### config.mk
export PLATFORM = sky130hd
export DESIGN_NAME = ram_port_arbiter
export DESIGN_NICKNAME = d
export VERILOG_FILES = /design/src/rtl/ram_port_arbiter.sv
export SDC_FILE = /design/constraint.sdc
export NUM_CORES = 1
export LEC_CHECK = 0
export ABC_CLOCK_PERIOD_IN_PS = 2700
export CAP_MARGIN = 0
export CORE_ASPECT_RATIO = 0.5
export CORE_MARGIN = 2
export CORE_UTILIZATION = 40
export DETAILED_ROUTE_END_ITERATION = 10
export MAX_ROUTING_LAYER = met4
export PLACE_DENSITY = 0.77
export SYNTH_ARGS = -nofsm -noshare
export SYNTH_HDL_FRONTEND = slang
export SYNTH_SLANG_ARGS = --single-unit
### constraint.sdc
create_clock -name clock -period 2.7 [get_ports clock]
set_input_delay 0.27 -clock clock [delete_from_list [all_inputs] [get_ports clock]]
set_output_delay 0.27 -clock clock [all_outputs]
set_load 0.1 [all_outputs]
### src/rtl/ram_port_arbiter.sv
// Two-port arbiter and sequencer in front of a single-port 32x16 RAM.
// It accepts one request at a time from the fetch port (p0) or the data port (p1).
// When both ports ask at once, the grant goes round-robin.
// Each transaction drives the RAM for one cycle and captures the registered read data.
// It then pulses a one-cycle response on the port that issued the request.
module ram_port_arbiter #(
    parameter int ADDR_W = 5,
    parameter int DATA_W = 16
) (
    input  logic              clock,
    input  logic              reset,
    input  logic              p0_req_valid,
    output logic              p0_req_ready,
    input  logic              p0_req_write,
    input  logic [ADDR_W-1:0] p0_req_addr,
    input  logic [DATA_W-1:0] p0_req_wdata,
    output logic              p0_rsp_valid,
    output logic [DATA_W-1:0] p0_rsp_rdata,
    input  logic              p1_req_valid,
    output logic              p1_req_ready,
    input  logic              p1_req_write,
    input  logic [ADDR_W-1:0] p1_req_addr,
    input  logic [DATA_W-1:0] p1_req_wdata,
    output logic              p1_rsp_valid,
    output logic [DATA_W-1:0] p1_rsp_rdata,
    output logic              ram_write_enable,
    output logic [ADDR_W-1:0] ram_address,
    output logic [DATA_W-1:0] ram_data_in,
    input  logic [DATA_W-1:0] ram_data_out,
    output logic              busy
);

    typedef enum logic [1:0] {
        IDLE    = 2'd0,
        ISSUE   = 2'd1,
        CAPTURE = 2'd2
    } state_t;

    state_t state;
    state_t next_state;

    // rr_last remembers the most recent winner so a conflict goes to the other port
    logic              rr_last;
    logic              grant0;
    logic              grant1;
    logic              lat_port;
    logic              lat_write;
    logic [ADDR_W-1:0] lat_addr;
    logic [DATA_W-1:0] lat_wdata;

    // The RAM pins come straight from the latched request, so they hold between transactions
    assign ram_address = lat_addr;
    assign ram_data_in = lat_wdata;
    assign busy        = (state != IDLE);

    // Round-robin choice: a lone requester always wins, a tie goes to the port that did not win last
    always_comb begin
        grant0 = p0_req_valid & (~p1_req_valid | rr_last);
        grant1 = p1_req_valid & (~p0_req_valid | ~rr_last);
    end

    // State register
    always_ff @(posedge clock) begin
        if (reset) begin
            state <= IDLE;
        end else begin
            state <= next_state;
        end
    end

    // Next-state logic, combinational ready, and a write strobe that is forced low while reset is high
    always_comb begin
        next_state       = state;
        p0_req_ready     = 1'b0;
        p1_req_ready     = 1'b0;
        ram_write_enable = 1'b0;
        case (state)
            IDLE: begin
                if (!reset) begin
                    p0_req_ready = grant0;
                    p1_req_ready = grant1;
                end
                if (grant0 | grant1) begin
                    next_state = ISSUE;
                end
            end
            ISSUE: begin
                ram_write_enable = lat_write & ~reset;
                next_state       = CAPTURE;
            end
            CAPTURE: begin
                next_state = IDLE;
            end
            default: begin
                next_state = IDLE;
            end
        endcase
    end

    // Latch the accepted request and record the winner for the next conflict
    always_ff @(posedge clock) begin
        if (reset) begin
            rr_last   <= 1'b1;
            lat_port  <= 1'b0;
            lat_write <= 1'b0;
            lat_addr  <= '0;
            lat_wdata <= '0;
        end else if (p0_req_ready | p1_req_ready) begin
            rr_last   <= p1_req_ready;
            lat_port  <= p1_req_ready;
            lat_write <= p1_req_ready ? p1_req_write : p0_req_write;
            lat_addr  <= p1_req_ready ? p1_req_addr  : p0_req_addr;
            lat_wdata <= p1_req_ready ? p1_req_wdata : p0_req_wdata;
        end
    end

    // Capture the RAM output into the owning port's response register and pulse its valid
    always_ff @(posedge clock) begin
        if (reset) begin
            p0_rsp_valid <= 1'b0;
            p1_rsp_valid <= 1'b0;
            p0_rsp_rdata <= '0;
            p1_rsp_rdata <= '0;
        end else begin
            p0_rsp_valid <= (state == CAPTURE) & ~lat_port;
            p1_rsp_valid <= (state == CAPTURE) & lat_port;
            if ((state == CAPTURE) && !lat_port) begin
                p0_rsp_rdata <= lat_write ? '0 : ram_data_out;
            end
            if ((state == CAPTURE) && lat_port) begin
                p1_rsp_rdata <= lat_write ? '0 : ram_data_out;
            end
        end
    end

endmodule

==> out/summary.log <==
[status] outcome finished, final reports clean
[drt] Pre-Repair DR Iteration Count 4
[synth] post-synthesis compound-gate area fraction 28.5%
[sta] final setup fails 0
[synth] area share of the largest cell type after synthesis 43.8%
[setup_path] nature of the critical path endpoint output pin
[synth] distinct cell type count after synthesis 31
[drt] routed length per placed instance 14.8 um
[setup_path] slowest cell on the critical path or3_1
[die] Die Wd 121 um
[die] Placement Rows 21
[setup_path] arrival time reported for the critical path endpoint 1970 ps
[setup_path] launch point of the critical path state[1]
[synth] most instantiated flip-flop cell in the synthesis netlist dfxtp_1
[setup_path] required time reported for the critical path endpoint 2430 ps
[setup_path] cells along the critical path or3_1 -> a211oi_4 -> buf_12
[setup_path] startpoint kind of the worst setup timing path register
[place] global placement routability congestion 0.794
[pwr] power density over cell area 664 nW/um^2
[synth] count of mapped cells out of synthesis 316
[clock_tree] TritonCTS buffer count 9
[setup_path] critical path class register to output pin
[sta] max-slew violation total from the final report 0
[worst_hold_path] class of the most critical hold timing path input pin to register
[synth] sequential fraction of the synthesis area 43.8%
[sta] Final Hold Fails 0
[sta] worst rel slew slack 20.0%
[finish] number of filler cells placed in the layout 590
[clock_tree] number of H-tree branching levels 3
[sta] final worst clock skew 4.30 ps
[setup_path] Critical R2R Launch state[1]
[clock_tree] clock root cell clkbuf_16
[place] number of input and output port buffers inserted 122
[sta] post-route setup TNS 0 ps
[synth] area fraction in and, or, nand and nor cells after synthesis 20.2%
[synth] share of async-settable or async-resettable flops after synthesis 0%
[setup_path] delay of the slowest critical-path stage 650 ps
[grt] remaining global-route overflow 0
[synth] warnings from Yosys 0
[clock_tree] PostCTS Resize Cnt 0
[synth] number of enable flip-flop cells after synthesis 0
[sta] slew of the pin with the lowest slew margin 1200 ps
[setup_path] largest fanout on the critical path 14
[pwr] proportion of power drawn by flip-flops and latches 35.9%
[die] top-level I/O count 123
[pwr] internal power 1.77 mW
[grt] largest net degree at the start of global routing 46
[synth] fraction of the mapped netlist area in adder cells 0%
[worst_hold_path] worst hold path startpoint reset
[synth] Mapped Nets 380
[die] vertical die dimension 62.5 um
[pwr] power share of the clock group 37.2%
[flow_run] maximum capacitance violations 0
[sta] worst setup slack after layout 456 ps
[pwr] worst supply voltage drop on vdd 0.000294 V
[synth] Synth area leaders dfxtp_1 44%, a311oi_2 10%, a21oi_1 10%, nand2_1 8.8%, nand3_1 4.0%
[drt] number of nets with antenna violations after routing 0
[synth] combinational family with the most area after synthesis compound AO/OA/AOI/OAI gates
[clock_tree] total setup buffers inserted after CTS 0
[clock_tree] clock-pin slew of the registers on the worst-case setup and hold paths 50 ps
[grt] wire length of the first global-routing pass 12300 um
[pwr] portion of total power attributed to combinational logic 26.9%
[pwr] switching share of power 34.7%
[finish] share of post-route cells with drive strength above 1 26.9%
[synth] largest area contributor in the synthesized netlist dfxtp_1
[grt] combined global-route utilization of all metal layers 20.8%
[finish] most frequent standard cell in the layout excluding fill and tap cells nand2_1
[finish] area growth from synthesis to final layout 48.6%
[drt] DRC violation total after the first TritonRoute iteration 224
[synth] Seq cells post-synth 60
[clock_tree] Clock Sink Count 60
[die] placeable core area 6650 um^2
[grt] number of antenna violations at the first check in global routing 0
[die] Die ar. 7570 um^2
[finish] Seq. cell area 1200 um^2
[die] effective utilization at floorplan 41.2%
[drt] DRC violations left 0
[clock_tree] clock tree from TritonCTS done
[clock_tree] hold buffers post-CTS 0
[drt] number of vias per cell after detailed routing 5.13
[pwr] net switching power 0.937 mW
[sta] share of the cycle needed by the critical path after routing 83.1%
[finish] count of nets after finishing 486
[drt] final wirelength 7690 um
[grt] number of global-route vias before repair 2608
[synth] Mapped Area 2740 um^2
[clock_tree] Clk Latency, worst-skew pair 320 ps
[finish] total area of multi-input combinational cells 1340 um^2
[synth] multiplexer area fraction after synthesis 0%
[drt] via count 2661
[finish] share of the core filled with cells 61.2%
[pwr] leakage power figure 1.50 nW
[finish] antenna diode count 0
[sta] Max Fclk 0.446 GHz
[synth] Synth Area in XOR/XNOR 0%
[synth] mean post-synth cell area 8.67 um^2
[sta] minimum clock period 2240 ps
[place] placed wire-length estimate after detailed placement 5360 um
[clock_tree] Max Buffers Root-to-Sink 2
[sta] RSZ-0062 raised after global routing no
[finish] most frequent cells in the layout 64 x nand2_1, 63 x buf_4, 62 x clkdlybuf4s50_1
[place] worst-case setup slack after placement 326 ps
state kept, by name, summed over array words and instances (netlist names):
signal        count
rr_last           1
lat_port          1
lat_write         1
p0_rsp_rdata     16
p1_rsp_valid      1
ram_data_in      16
p0_rsp_valid      1
p1_rsp_rdata     16
state             2
ram_address       5
area by class of cell:
cell class | instances | area share [%]
Tap cell | 92 | 2.83
Clock buffer | 9 | 5.53
Timing Repair Buffer | 128 | 28.0
Inverter | 3 | 0.277
Sequential cell | 60 | 29.5
Multi-Input combinational cell | 220 | 32.8
Clock inverter | 7 | 1.08
cell usage after synthesis, types with 2 or more instances:
master,number
a21oi_1,55
nand2_1,64
clkbuf_1,7
a311oi_2,19
and2_1,2
nand3_1,22
a311oi_1,3
o21ai_2,8
dfxtp_1,60
inv_1,3
buf_4,3
buf_2,15
o21ai_1,14
buf_6,5
nor2_1,3
buf_1,3
nor2b_1,16
routing by layer:
| layer | part of all wire [%] | vias up | GRT usage [%] |
|---|---|---|---|
| met2 | 52 | 69 | 36.2 |
| met4 | 1.4 | 0 | 6.69 |
| met5 | 0 | - | - |
| li1 | - | 1326 | - |
| met3 | 3.9 | 10 | 5.20 |
| met1 | 43 | 1256 | 23.5 |
power groups by stage:
stage               clock network (mW)  logic [mW]  registers (mW)
finish                            1.01       0.727           0.972
floorplan                            0       0.259            1.26
global placement                     0       0.716           0.989
CTS                               1.02       0.729           0.972
global route                      1.07       0.761           0.978
detailed placement                   0       0.728           0.990
worst max-delay path, delay by kind of cell, from the launching register on:
family	cells	cell delay, ps
AO/OA/AOI/OAI	1	400
buffers and inverters	1	220
flip-flops	1	380
AND/OR/NAND/NOR	1	650
per-stage QoR:
step | cells | total power, mW | area [um^2] | hold slack [ps]
2_1_floorplan | 316 | 1.52 | 2740 | 444
3_3_place_gp | 503 | 1.71 | 3800 | 446
3_5_place_dp | 503 | 1.72 | 3800 | 453
4_1_cts | 519 | 2.72 | 4070 | 434
5_1_grt | 519 | 2.81 | 4070 | 466
6_report | 519 | 2.70 | 4070 | 441
final timing paths:
check,end,slack (ps),depth (start not counted)
worst min-delay path,p0_rsp_valid,440,2
worst min register to register,p1_rsp_rdata[2],460,2
worst max-delay path,p0_req_ready,460,3
worst max register to register,ram_data_in[9],750,3
cell families after synthesis:
family                 after synthesis
AND/OR/NAND/NOR                    116
AO/OA/AOI/OAI                      104
flip-flops                          60
buffers and inverters               36
Note: power is estimated with default switching activity, not from simulation.
